===== config.mk =====
export PLATFORM = sky130hd
export DESIGN_NAME = qea_run_sequencer
export DESIGN_NICKNAME = d
export VERILOG_FILES = /design/src/rtl/qea_run_sequencer.sv
export SDC_FILE = /design/constraint.sdc
export NUM_CORES = 1
export LEC_CHECK = 0
export ABC_AREA = 1
export CAP_MARGIN = 20
export CORE_AREA = 4 4 406 408
export DETAILED_ROUTE_END_ITERATION = 16
export DIE_AREA = 0 0 410 412
export PLACE_DENSITY_LB_ADDON = 0.1
export SYNTH_ARGS = -nofsm -noshare
export SYNTH_HDL_FRONTEND = slang
export SYNTH_SLANG_ARGS = --single-unit

===== constraint.sdc =====
create_clock -name clk -period 4.2 [get_ports clk]
set_input_delay 0.84 -clock clk [delete_from_list [all_inputs] [get_ports clk]]
set_output_delay 0.84 -clock clk [all_outputs]
set_load 0.02 [all_outputs]

===== src/rtl/qea_run_sequencer.sv =====
// Host-side run controller for QEA: loads context, seeds |0..0>, starts, times, reads back.
// Latency: all outputs registered; one state RAM access per cycle. Result stream holds until i_res_ready.
module qea_run_sequencer #(
    parameter int PE_NUM_WIDTH            = 2,
    parameter int PE_NUM                  = 4,
    parameter int DATA_WIDTH              = 32,
    parameter int STATE_DATA_WIDTH        = 64,
    parameter int STATE_ADDR_WIDTH        = 16,
    parameter int GATE_CONTEXT_DATA_WIDTH = 64,
    parameter int GATE_CONTEXT_ADDR_WIDTH = 16,
    parameter int MAX_QBIT_WIDTH          = 6,
    parameter int NUM_FRAC_BIT            = 30,
    parameter int CNT_WIDTH               = 32
) (
    input  logic                                  clk,
    input  logic                                  rst_n,
    input  logic                                  i_run,
    input  logic [MAX_QBIT_WIDTH-1:0]             i_qbit_num,
    input  logic [GATE_CONTEXT_ADDR_WIDTH:0]      i_ins_num,
    input  logic [CNT_WIDTH-1:0]                  i_timeout,
    input  logic                                  i_ctx_valid,
    input  logic [GATE_CONTEXT_DATA_WIDTH-1:0]    i_ctx_data,
    output logic                                  o_ctx_ready,
    output logic                                  o_res_valid,
    output logic [STATE_ADDR_WIDTH-1:0]           o_res_addr,
    output logic [PE_NUM*STATE_DATA_WIDTH-1:0]    o_res_data,
    input  logic                                  i_res_ready,
    output logic                                  o_qea_start,
    output logic [MAX_QBIT_WIDTH-1:0]             o_qea_qbit_num,
    output logic                                  o_ctx_en,
    output logic                                  o_ctx_wea,
    output logic [GATE_CONTEXT_ADDR_WIDTH-1:0]    o_ctx_addr,
    output logic [GATE_CONTEXT_DATA_WIDTH-1:0]    o_ctx_data,
    output logic                                  o_state_ena,
    output logic                                  o_state_wea,
    output logic [STATE_ADDR_WIDTH-1:0]           o_state_addra,
    output logic [PE_NUM*STATE_DATA_WIDTH-1:0]    o_state_dina,
    input  logic                                  i_qea_complete,
    input  logic [PE_NUM*STATE_DATA_WIDTH-1:0]    i_qea_state_dout,
    output logic                                  o_busy,
    output logic                                  o_done,
    output logic                                  o_err_timeout,
    output logic                                  o_err_cfg,
    output logic [CNT_WIDTH-1:0]                  o_cycle_count
);

    localparam int SW   = PE_NUM * STATE_DATA_WIDTH;
    localparam int SAW  = STATE_ADDR_WIDTH;
    localparam int CAW  = GATE_CONTEXT_ADDR_WIDTH;

    localparam logic [MAX_QBIT_WIDTH-1:0] PNW_Q     = MAX_QBIT_WIDTH'(PE_NUM_WIDTH);
    localparam logic [MAX_QBIT_WIDTH-1:0] MAX_QBIT  = MAX_QBIT_WIDTH'(SAW + PE_NUM_WIDTH);
    localparam logic [CAW:0]              MAX_INS   = (CAW+1)'(1) << CAW;
    localparam logic [DATA_WIDTH-1:0]     ONE_FX    = DATA_WIDTH'(1) << NUM_FRAC_BIT;
    // Amplitude 1.0 for basis state 0 lives in the most significant lane.
    localparam logic [SW-1:0]             INIT_WORD = {ONE_FX, {DATA_WIDTH{1'b0}},
                                                       {(PE_NUM-1)*STATE_DATA_WIDTH{1'b0}}};

    typedef enum logic [3:0] {
        S_IDLE, S_LOAD_CTX, S_INIT_STATE, S_START, S_RUN,
        S_READ_ISSUE, S_READ_WAIT, S_READ_HOLD, S_DONE
    } state_t;

    state_t                    state_q, state_d;
    logic [MAX_QBIT_WIDTH-1:0] qbit_q, qbit_d;
    logic [CAW:0]              ins_q, ins_d;
    logic [CNT_WIDTH-1:0]      timeout_q, timeout_d;
    logic [CAW:0]              ctx_cnt_q, ctx_cnt_d;
    logic [SAW-1:0]            word_q, word_d;
    logic                      first_run_q, first_run_d;
    logic [CNT_WIDTH-1:0]      cycle_q, cycle_d;
    logic                      err_to_q, err_to_d;
    logic                      err_cfg_q, err_cfg_d;
    logic                      busy_q, busy_d;
    logic                      done_q, done_d;
    logic                      start_q, start_d;
    logic                      ctx_rdy_q, ctx_rdy_d;
    logic                      ctx_en_q, ctx_en_d;
    logic [CAW-1:0]            ctx_addr_q, ctx_addr_d;
    logic [GATE_CONTEXT_DATA_WIDTH-1:0] ctx_dat_q, ctx_dat_d;
    logic                      st_ena_q, st_ena_d;
    logic                      st_wea_q, st_wea_d;
    logic [SAW-1:0]            st_addr_q, st_addr_d;
    logic [SW-1:0]             st_din_q, st_din_d;
    logic                      res_vld_q, res_vld_d;
    logic [SAW-1:0]            res_addr_q, res_addr_d;
    logic [SW-1:0]             res_dat_q, res_dat_d;

    logic [SAW:0]              n_words, n_words_m1;
    logic [SAW-1:0]            last_word;
    logic [CAW:0]              ins_m1;
    logic [CNT_WIDTH-1:0]      cycle_inc;
    logic                      cfg_bad;

    always_comb begin
        n_words = (SAW+1)'(1);
        if (qbit_q > PNW_Q) begin
            n_words = (SAW+1)'(1) << (qbit_q - PNW_Q);
        end
        n_words_m1 = n_words - (SAW+1)'(1);
        last_word  = n_words_m1[SAW-1:0];
        ins_m1     = ins_q - (CAW+1)'(1);
        cycle_inc  = (cycle_q == {CNT_WIDTH{1'b1}}) ? cycle_q : cycle_q + CNT_WIDTH'(1);
        cfg_bad    = (i_qbit_num > MAX_QBIT) || (i_ins_num > MAX_INS);
    end

    always_comb begin
        state_d     = state_q;
        qbit_d      = qbit_q;
        ins_d       = ins_q;
        timeout_d   = timeout_q;
        ctx_cnt_d   = ctx_cnt_q;
        word_d      = word_q;
        first_run_d = first_run_q;
        cycle_d     = cycle_q;
        err_to_d    = err_to_q;
        err_cfg_d   = 1'b0;
        done_d      = 1'b0;
        start_d     = 1'b0;
        ctx_rdy_d   = 1'b0;
        ctx_en_d    = 1'b0;
        ctx_addr_d  = '0;
        ctx_dat_d   = '0;
        st_ena_d    = 1'b0;
        st_wea_d    = 1'b0;
        st_addr_d   = '0;
        st_din_d    = '0;
        res_vld_d   = 1'b0;
        res_addr_d  = res_addr_q;
        res_dat_d   = res_dat_q;

        case (state_q)
            S_IDLE: begin
                if (i_run) begin
                    if (cfg_bad) begin
                        err_cfg_d = 1'b1;
                    end else begin
                        qbit_d    = i_qbit_num;
                        ins_d     = i_ins_num;
                        timeout_d = i_timeout;
                        ctx_cnt_d = '0;
                        cycle_d   = '0;
                        err_to_d  = 1'b0;
                        if (i_ins_num == '0) begin
                            state_d  = S_INIT_STATE;
                            word_d   = '0;
                            st_ena_d = 1'b1;
                            st_wea_d = 1'b1;
                            st_din_d = INIT_WORD;
                        end else begin
                            state_d   = S_LOAD_CTX;
                            ctx_rdy_d = 1'b1;
                        end
                    end
                end
            end
            S_LOAD_CTX: begin
                ctx_rdy_d = 1'b1;
                if (i_ctx_valid && ctx_rdy_q) begin
                    ctx_en_d   = 1'b1;
                    ctx_addr_d = ctx_cnt_q[CAW-1:0];
                    ctx_dat_d  = i_ctx_data;
                    ctx_cnt_d  = ctx_cnt_q + (CAW+1)'(1);
                    // Drop ready on the final word so the stream cannot overrun ins_num.
                    if (ctx_cnt_q == ins_m1) begin
                        ctx_rdy_d = 1'b0;
                        state_d   = S_INIT_STATE;
                        word_d    = '0;
                        st_ena_d  = 1'b1;
                        st_wea_d  = 1'b1;
                        st_din_d  = INIT_WORD;
                    end
                end
            end
            S_INIT_STATE: begin
                if (word_q == last_word) begin
                    state_d = S_START;
                    start_d = 1'b1;
                end else begin
                    word_d    = word_q + SAW'(1);
                    st_ena_d  = 1'b1;
                    st_wea_d  = 1'b1;
                    st_addr_d = word_q + SAW'(1);
                end
            end
            S_START: begin
                state_d     = S_RUN;
                first_run_d = 1'b1;
            end
            S_RUN: begin
                first_run_d = 1'b0;
                if (i_qea_complete && !first_run_q) begin
                    state_d   = S_READ_ISSUE;
                    word_d    = '0;
                    st_ena_d  = 1'b1;
                end else begin
                    cycle_d = cycle_inc;
                    if ((timeout_q != '0) && (cycle_inc == timeout_q)) begin
                        err_to_d = 1'b1;
                        state_d  = S_DONE;
                    end
                end
            end
            S_READ_ISSUE: begin
                state_d = S_READ_WAIT;
            end
            S_READ_WAIT: begin
                res_dat_d  = i_qea_state_dout;
                res_addr_d = word_q;
                res_vld_d  = 1'b1;
                state_d    = S_READ_HOLD;
            end
            S_READ_HOLD: begin
                res_vld_d = 1'b1;
                if (i_res_ready) begin
                    res_vld_d = 1'b0;
                    if (word_q == last_word) begin
                        state_d = S_DONE;
                    end else begin
                        word_d    = word_q + SAW'(1);
                        st_ena_d  = 1'b1;
                        st_addr_d = word_q + SAW'(1);
                        state_d   = S_READ_ISSUE;
                    end
                end
            end
            S_DONE: begin
                state_d = S_IDLE;
                done_d  = 1'b1;
            end
            default: begin
                state_d = S_IDLE;
            end
        endcase

        busy_d = (state_d != S_IDLE);
    end

    always_ff @(posedge clk or negedge rst_n) begin
        if (!rst_n) begin
            state_q     <= S_IDLE;
            qbit_q      <= '0;
            ins_q       <= '0;
            timeout_q   <= '0;
            ctx_cnt_q   <= '0;
            word_q      <= '0;
            first_run_q <= 1'b0;
            cycle_q     <= '0;
            err_to_q    <= 1'b0;
            err_cfg_q   <= 1'b0;
            busy_q      <= 1'b0;
            done_q      <= 1'b0;
            start_q     <= 1'b0;
            ctx_rdy_q   <= 1'b0;
            ctx_en_q    <= 1'b0;
            ctx_addr_q  <= '0;
            ctx_dat_q   <= '0;
            st_ena_q    <= 1'b0;
            st_wea_q    <= 1'b0;
            st_addr_q   <= '0;
            st_din_q    <= '0;
            res_vld_q   <= 1'b0;
            res_addr_q  <= '0;
            res_dat_q   <= '0;
        end else begin
            state_q     <= state_d;
            qbit_q      <= qbit_d;
            ins_q       <= ins_d;
            timeout_q   <= timeout_d;
            ctx_cnt_q   <= ctx_cnt_d;
            word_q      <= word_d;
            first_run_q <= first_run_d;
            cycle_q     <= cycle_d;
            err_to_q    <= err_to_d;
            err_cfg_q   <= err_cfg_d;
            busy_q      <= busy_d;
            done_q      <= done_d;
            start_q     <= start_d;
            ctx_rdy_q   <= ctx_rdy_d;
            ctx_en_q    <= ctx_en_d;
            ctx_addr_q  <= ctx_addr_d;
            ctx_dat_q   <= ctx_dat_d;
            st_ena_q    <= st_ena_d;
            st_wea_q    <= st_wea_d;
            st_addr_q   <= st_addr_d;
            st_din_q    <= st_din_d;
            res_vld_q   <= res_vld_d;
            res_addr_q  <= res_addr_d;
            res_dat_q   <= res_dat_d;
        end
    end

    assign o_ctx_ready    = ctx_rdy_q;
    assign o_res_valid    = res_vld_q;
    assign o_res_addr     = res_addr_q;
    assign o_res_data     = res_dat_q;
    assign o_qea_start    = start_q;
    assign o_qea_qbit_num = qbit_q;
    assign o_ctx_en       = ctx_en_q;
    assign o_ctx_wea      = ctx_en_q;
    assign o_ctx_addr     = ctx_addr_q;
    assign o_ctx_data     = ctx_dat_q;
    assign o_state_ena    = st_ena_q;
    assign o_state_wea    = st_wea_q;
    assign o_state_addra  = st_addr_q;
    assign o_state_dina   = st_din_q;
    assign o_busy         = busy_q;
    assign o_done         = done_q;
    assign o_err_timeout  = err_to_q;
    assign o_err_cfg      = err_cfg_q;
    assign o_cycle_count  = cycle_q;

endmodule


; ---- Yosys cells after proc, flatten, opt, wreduce, memory -nomap -nowiden
; Index checks and enable logic that the tools add are counted.
[totals]
reg_bits = 759
input_bits = 381
latchBits = 0
mem_count = 0
output_inout_bits = 673
romBits = 0
mem_bits_rw = 0
[classes]
multipliers = 0
order_cmp = 3
bitwise_logic = 1
n_eq_ne = 21
reduce_logical = 18
n_div = 0
n_shift = 1
addsub = 6
n_mux = 75
[ops]
columns = cell, count
row1 = 255-bit two-way mux, 5
row2 = 255-bit one-hot mux with 2 select lines, 1
row3 = 16-bit two-way mux, 13
row4 = 32-bit two-way mux, 4
row5 = 64-bit two-way mux, 2
row6 = 16-bit one-hot mux with 5 select lines, 1
row7 = 32-bit one-hot mux with 2 select lines, 1
row8 = 17-bit two-way mux, 3
row9 = 4-bit two-way mux, 9
row10 = 17-bit one-hot mux with 2 select lines, 1
row11 = 32-bit by 1-bit adder with 32-bit output (second input constant), 1
row12 = 32-bit == test, 1
row13 = 32-bit == test (second input constant), 1
row14 = 16-bit one-hot mux with 2 select lines, 1
row15 = 4-bit one-hot mux with 8 select lines, 1
row16 = 32-bit nonzero test, 1
row17 = 1-bit two-way mux, 26
row18 = 2-bit != test (second input constant), 9
row19 = 17-bit by 1-bit adder with 17-bit output (second input constant), 1
row20 = 17-bit == test, 1
row21 = 17-bit greater-than comparator (second input constant), 1
row22 = 17-bit zero test, 1
row23 = 17-bit by 1-bit subtractor with 17-bit output (second input constant), 1
row24 = 16-bit by 1-bit adder with 16-bit output (second input constant), 1
row25 = 26 further kinds, 38

; ---- Longest topological paths before layout
; Gate-level depths: netlist (run 1).
[depth]
word_depth = 9
ltp_mapped = 24
ltp_nobuf = 24

; ---- Worst setup path before layout (run 1)
; Ideal clock, no wire load.
[synth_timing]
kind = register to register
startpoint = reg qbit_q[1] (netlist: o_qea_qbit_num[1])
endpoint = reg busy_q (netlist: o_busy)
required_ns = 4.073
path_stages_with_launch = 22
t_arrival_ns = 2.842
setup_slack_ns = 1.231
setup_time_ns = 0.127
cell_sequence = dfrtp_1 -> inv_2 -> ha_1 -> nand2_1 -> nand2_1 -> nand2_2 -> nand3_1 -> nor2_1 -> inv_1 -> ha_1 -> xnor2_1 -> nand3b_1 -> nor2_1 -> nand2_1 -> nor2_1 -> nand2_1 -> nor2_1 -> nand3_1 -> nand2_1 -> nand2_1 -> nor2_1 -> nand3_1
[synth_between]
elab_chain_cells = 9
elab_cells_between_ends = 11
cone_classes = add/sub (2) / order compare (1) / eq/ne (1) / shift (1) / mux (5) / reduce/logical (1)
[synth_rtl]
columns = item, line_no
row1 = from (decl), 65  ; logic [MAX_QBIT_WIDTH-1:0] qbit_q, qbit_d;
row2 = from (signal assigned), 267  ; qbit_q <= qbit_d;
row3 = 6-bit by 2-bit subtractor with 6-bit output, 98  ; n_words = (SAW+1)'(1) << (qbit_q - PNW_Q);
row4 = 1-bit by 6-bit left shift with 16-bit output, 98
row5 = 16-bit two-way mux *, 97  ; if (qbit_q > PNW_Q) begin
row6 = 16-bit by 1-bit subtractor with 16-bit output *, 100  ; n_words_m1 = n_words - (SAW+1)'(1);
row7 = 16-bit == test *, "176, 217"
row8 = 4-bit two-way mux, 217  ; if (word_q == last_word) begin
row9 = 4-bit two-way mux, 215  ; if (i_res_ready) begin
row10 = 4-bit one-hot mux with 8 select lines *, 132  ; case (state_q)
row11 = 4-bit nonzero test *, 236  ; busy_d = (state_d != S_IDLE);
row12 = net busy_d, 74  ; logic busy_q, busy_d;
row13 = to (signal assigned), 276  ; busy_q <= busy_d;
row14 = to (decl), 74
; Mark *: on every way through the listed nets, which the timed path passes. The rest lies on a longest branch.
; A chain may end at the register's enable or synchronous reset.

; ---- Final worst setup path (run 1)
; Same ends and word-level chain as after synthesis.

==> out/qor.yml, run 1 <==
timing:
  tns_ps: 0
  maxSlewHeadroom_pct: 41.8
  period_share_pct: 85.5
  setup_viol: 0
  rsz0062_at_grt: "false"
  final_hold_viol_count: 0
  clock-skew-final_ps: 62.8
  period_minus_slack_ps: 3590
  worst_slew_pin_slew_ps: 872
  slew_violations: 0
  max_freq_ghz: 0.278
critical_path:
  crit_end: "o_busy"
  crit_fanout: 11
  r2r_slack_ps: 610
  cp_slowest_cell: "dfrtp_1"
  path_cells: "inv_2 -> ha_1 -> xnor2_1 -> nand3_1 -> nor2_1 -> inv_1 -> ha_1 -> xnor2_1 -> nand3b_1 -> nor2_1 -> nand2_1 -> nor2_1 -> nand2_1 -> nor2_1 -> nand3_1 -> nand2_1 -> nand2_1 -> nor2_1 -> nand3_1"
  slowest_delay_ps: 450
  cp-start-kind: "flop"
  r2r_start: "o_qea_qbit_num[1]"
  arrival_ps: 4140
  cp-end-kind: "flop"
  crit_required_ps: 4750
  critPathKind: "reg2reg"
  reg2reg_depth: 19
  crit_top_cell: "nor2_1"
  startpoint: "o_qea_qbit_num[1]"
  reg2reg_to: "o_busy"
route:
  drtPass1Iterations: 5
  wl_per_cell_um: 20.9
  vias: 19296
  drt_wl_total_mm: 116
  drc: 0
  detail_route.vias_per_cell: 3.49
  ant_nets: 0
  drt-initial-drc-count: 1018
pwr:
  leakage_nw: 15.5
  p_total_w: 0.0256
  ir_worst_vdd_uv: 333
  power.density_nw_per_um2: 703
placement:
  gp_congestion: 0.792
  post-dp-hpwl_mm: 92.4
  dpl_cell_area_um2: 33800
  io_buffers: 798
logic_synthesis:
  seq_area_frac_synth_pct: 52.7
  synth_edf_count: 0
  yosys.cell_types.count: 37
  synth_flop_cell: "dfrtp_1"
  synth_warnings: 0
  synth_cells: 2464
  async_flop_share_pct: 100
  ys_ff_latch: 504
  netlist_area_um2: 23900
  avgSynthCellArea_um2: 9.72
layout:
  layout-drive-gt1-share_pct: 12.9
  fin_nets: 3682
  synthToLayoutAreaGrowth_pct: 52.0
  fin_area_um2: 36400
  fillCellCount: 17767
grt:
  grt_pass1_wl_mm: 159
  grt_overflow: 0
  groute.usage.overall_pct: 13.1
  antenna_found_initial: 38
  grt_pass1_vias: 19932
  grt_max_degree: 90
clocking:
  post_cts_buffers: 0
  holdBufCountCts: 0
  htree_num_levels: 3
  clock-root-buffer: "clkbuf_16"
  clkSinkCount: 504
  cts_made_buffers: 74
  clk_latency_ps: 670
  cts_tree: "done"
  clk_pin_slew_ps: 60
  cts_max_path_buffers: 3
die:
  core_area_um2: 162000
  fp.dieH_um: 412
  pin_count: 1054
  start_util_pct: 14.8
  rows: 148
  dieArea_um2: 169000
  die_w_um: 410
job:
  cap_violations: 0
run_status:
  status: "finished clean"
hold_path:
  hold_class: "in2async"
layer usage:
layer	global-route usage, %	up-vias	share of wire (%)
met3	3.88	144	7.4
met2	22.3	683	49
met5	0	-	0.071
met4	3.72	14	2.2
li1	-	9103	-
met1	16.0	9352	41
through the flow:
stage	utilization, %	setup slack (ps)	std cells	hold WS, ps
global route	22.5	127	5531	147
floorplan	-	1230	2718	461
finish	22.5	608	5536	160
global placement	20.9	541	5394	476
CTS	22.5	489	5526	119
detailed placement	20.9	492	5394	473
layout make-up:
type                       count  area, µm²  area share, %
sequential                   504      12600           34.7
clock inverter                33        527           1.45
tap                         2175       2720           7.48
timing repair buffer         835       8390           23.1
antenna                       10       25.0         0.0688
clock buffer                  99       2060           5.65
multi-input combinational   1694       9360           25.7
inverter                     186        698           1.92
timing repair:
action                                  in CTS  in global routing
gates resized for setup                      0                  1
endpoints found under the setup margin       0                  1
hold endpoints to repair                     0                  0
worst max-delay path, delay by kind of cell, from the launching register on:
family | cells | cell delay (ps)
AND/OR/NAND/NOR | 13 | 1930
adder cells (fa/ha/maj) | 2 | 550
flip-flops | 1 | 450
XOR/XNOR | 2 | 370
buffers and inverters | 2 | 190
power breakdown:
part           switching, W  total, W  leakage [nW]  internal [W]
clock               0.00264   0.00668          1.25       0.00404
combinational       0.00641    0.0113          7.99       0.00488
sequential          0.00105   0.00761          6.30       0.00656
cells in the mapped netlist, drive strengths merged, types with 4 or more instances:
| cell type | n | area share (%) |
|---|---|---|
| a211oi | 4 | 0.13 |
| a21oi | 20 | 0.42 |
| a22o | 6 | 0.22 |
| buf | 270 | 8.4 |
| clkbuf | 64 | 1.0 |
| dfrtp | 504 | 53 |
| ha | 6 | 0.31 |
| inv | 185 | 2.9 |
| mux2 | 257 | 12 |
| nand2 | 478 | 7.5 |
| nand3 | 80 | 1.7 |
| nand3b | 8 | 0.27 |
| nand4 | 29 | 0.78 |
| nor2 | 277 | 4.4 |
| nor3 | 35 | 0.73 |
| nor4 | 16 | 0.42 |
| o21ai | 122 | 2.6 |
| o22ai | 10 | 0.26 |
| xnor2 | 14 | 0.51 |
| xor2 | 65 | 2.4 |
cell usage in the layout, fill, tap and decap left out, types with 14 or more instances in the layout:
| master | synthesis | final |
|---|---|---|
| xor2_1 | 65 | 65 |
| mux2_2 | 257 | 257 |
| o21ai_0 | 122 | 122 |
| inv_1 | 184 | 182 |
| nor4_1 | 16 | 16 |
| conb_1 | 1 | 255 |
| buf_4 | 259 | 27 |
| clkbuf_1 | 64 | 14 |
| nor2_1 | 271 | 270 |
| dfrtp_1 | 504 | 504 |
| nand4_1 | 28 | 28 |
| nand2_1 | 477 | 475 |
| nand3_1 | 79 | 79 |
| clkdlybuf4s50_1 | 0 | 797 |
| clkbuf_16 | 0 | 74 |
| xnor2_1 | 14 | 14 |
| nor3_1 | 35 | 35 |
| a21oi_1 | 20 | 20 |
worst min-delay path by stage:
stage,start,end,slack (ps),cells past startpoint
CTS,rst_n,o_ctx_addr[15],120,1
floorplan,ins_q[16],ins_q[16],460,2
finish,rst_n,o_ctx_addr[15],160,1
global placement,o_res_addr[1],o_res_addr[1],480,2
detailed placement,o_res_addr[14],o_res_addr[14],470,2
global route,rst_n,o_ctx_data[33],150,1
state kept, by name, indices dropped and copies added (netlist names), 6 cells and up:
register	count
ctx_cnt_q	17
ins_q	17
o_ctx_addr	16
o_ctx_data	64
o_cycle_count	32
o_qea_qbit_num	6
o_res_addr	16
o_res_data	256
o_state_addra	16
timeout_q	32
word_q	16
cells by family (layout without fill, tap and decap cells):
group           count (synthesis)  after routing  share of synthesized area [%]
other cells                     1            265                         0.0157
flops                         504            504                           52.7
simple gates                  930            930                           16.0
xor+xnor                       79             79                           2.89
mux                           257            257                           12.1
fa+ha+maj                       6              6                          0.314
buf+inv                       520           1153                           12.3
compound gates                167            167                           3.73
(Power assumes the default switching activity.)
==> run 2, diff against run 1 <==
--- a/config.mk
+++ b/config.mk
@@ -10,7 +10,7 @@
 export CORE_AREA = 4 4 406 408
 export DETAILED_ROUTE_END_ITERATION = 16
 export DIE_AREA = 0 0 410 412
-export PLACE_DENSITY_LB_ADDON = 0.1
+export RECOVER_POWER = 50
 export SYNTH_ARGS = -nofsm -noshare
 export SYNTH_HDL_FRONTEND = slang
 export SYNTH_SLANG_ARGS = --single-unit
==> run 2 against run 1 <==
The flow now finishes with violations (max-capacitance violations, max-slew violations). Flip-flop and latch count unchanged. Largest power group unchanged. Die area unchanged. Critical path depth decreased by 2.
==> out/qor.yml, run 2 (synthesis results as in run 1) <==
critical_path:
  worst-path-stages: 17
  crit_top_cell: "nor2_1"
  reg2reg_depth: 17
  r2r_start: "o_qea_qbit_num[1]"
  critPathKind: "reg2reg"
  crit_fanout: 49
  r2r_slack_ps: 470
  reg2reg_to: "word_q[7]"
  crit_family: "simple AND/OR/NAND/NOR gates"
  cp_num_buf_inv: 3
  cp-end-kind: "flop"
  slowest_delay_ps: 470
  cp_slowest_cell: "dfrtp_1"
  crit_end: "word_q[7]"
  path_cells: "inv_2 -> ha_1 -> xnor2_1 -> nand3_1 -> nor2_1 -> inv_1 -> ha_1 -> xnor2_1 -> nand3b_1 -> nor2_1 -> nand4_1 -> nor2_1 -> nand3_1 -> nand2_1 -> buf_6 -> nand2_1 -> o21ai_0"
  crit_required_ps: 4750
  cp-start-kind: "flop"
  startpoint: "o_qea_qbit_num[1]"
  arrival_ps: 4280
placement:
  gp_congestion: 0.920
  io_buffers: 798
  post-dp-hpwl_mm: 94.7
hold_path:
  worst_hold_path.num_cells: 2
  min_from: "o_res_addr[12]"
  hold_class: "reg2reg"
layout:
  layout-drive-gt1-share_pct: 12.7
  mostFrequentLayoutCell: "clkdlybuf4s50_1"
  final_cell_mix: "796 x clkdlybuf4s50_1, 504 x dfrtp_1, 477 x nand2_1, 270 x nor2_1, 257 x mux2_2"
  largest_reg_flops: 256
  fin_nets: 3688
  synthToLayoutAreaGrowth_pct: 51.3
timing:
  tns_ps: 0
  period_minus_slack_ps: 3730
  period_share_pct: 88.7
  slew_violations: 167
  clock-skew-final_ps: 33.4
  max_freq_ghz: 0.268
  rsz0062_at_grt: "false"
  setup_viol: 0
  maxSlewHeadroom_pct: -77.5
  worst_slew_pin_slew_ps: 2660
  final_hold_viol_count: 0
  whs_ps: 496
pwr:
  ir_worst_vdd_uv: 281
  power.density_nw_per_um2: 707
  pwr-share-clk_pct: 24.5
  p_int_w: 0.0152
  leakage_nw: 15.5
  seqPwrFrac_pct: 30.0
  combPwrFrac_pct: 45.5
  swShare_pct: 40.7
  power_switching_w: 0.0104
job:
  cap_violations: 4
run_status:
  violations: "max-capacitance violations, max-slew violations"
  status: "finished, violations left"
clocking:
  clkSinkCount: 504
  htree_num_levels: 3
  clk_pin_slew_ps: 50
  clk_latency_ps: 670
  cts_max_path_buffers: 3
  post_cts_buffers: 0
  cts_tree: "done"
  cts_made_buffers: 70
  clock-root-buffer: "clkbuf_16"
grt:
  grt_pass1_wl_mm: 158
  antenna_found_initial: 21
  grt_overflow: 0
  grt_max_degree: 104
  grt_pass1_vias: 20039
  groute.usage.overall_pct: 13.2
die:
  pin_count: 1054
  die_w_um: 410
  core_area_um2: 162000
  rows: 148
  fp.dieH_um: 412
  start_util_pct: 14.8
  dieArea_um2: 169000
route:
  drtPass1Iterations: 5
  detail_route.vias_per_cell: 3.61
  wl_per_cell_um: 21.1
  ant_nets: 0
  drt_wl_total_mm: 117
  drc: 0
  drt-initial-drc-count: 1186
  vias: 19967
run 2: cell count changes in the layout (fill, tap and decap cells not counted), moves of 4 or more:
cell and delta:
clkbuf_1 +7, clkbuf_8 +4, clkbuf_2 +5, buf_4 -5, bufinv_16 -4, diode_2 -5
run 2: area by class of cell:
cell class	instances	area (µm²)
fillers	17610	125000
inverters	186	701
repair buffers	845	8400
clock inverters	26	392
diodes	5	12.5
clock buffers	99	2030
flip-flops and latches	504	12600
well taps	2175	2720
multi-input cells	1694	9350
run 2: stage by stage:
step	utilization (%)	area (µm²)	setup WS (ps)	std cells	total power, W
3_3_place_gp	21.0	33900	235	5404	0.0195
6_report	22.4	36200	474	5534	0.0256
4_1_cts	22.5	36300	361	5529	0.0261
2_1_floorplan	-	24900	1230	2718	0.0138
3_5_place_dp	21.0	33900	297	5404	0.0196
5_1_grt	22.4	36200	35.7	5529	0.0271
run 2: metal layers:
layer | share of wire, % | up-vias | GRT usage (%)
met1 | 42 | 9834 | 16.3
li1 | - | 9112 | -
met4 | 3.2 | 16 | 4.06
met2 | 46 | 860 | 21.1
met3 | 8.9 | 145 | 4.98
met5 | 0.087 | - | 0
run 2: worst min path at each step:
stage,to,slack [ps]
floorplan,ins_q[16],460
global placement,o_res_addr[14],470
detailed placement,o_res_addr[4],480
CTS,o_res_addr[11],190
global route,o_res_data[211],510
finish,o_res_addr[12],500
run 2: timing repair:
item / CTS / global route
resized for setup: 0 / 1
endpoints found under the setup margin: 0 / 17
hold buffers: 0 / 0
run 2: tightest hold or removal path, stage by stage, from the launching register on:
cell and delay (ps):
dfrtp_1 340, nand2_1 50, o21ai_0 70
run 2: power groups by stage:
stage / registers [W] / logic [W] / clock network (W)
after floorplan: 0.00918 / 0.00459 / 0
after global placement: 0.00767 / 0.0118 / 0
after detailed placement: 0.00773 / 0.0119 / 0
after CTS: 0.00769 / 0.0119 / 0.00654
after global routing: 0.00789 / 0.0125 / 0.00672
final: 0.00769 / 0.0116 / 0.00626
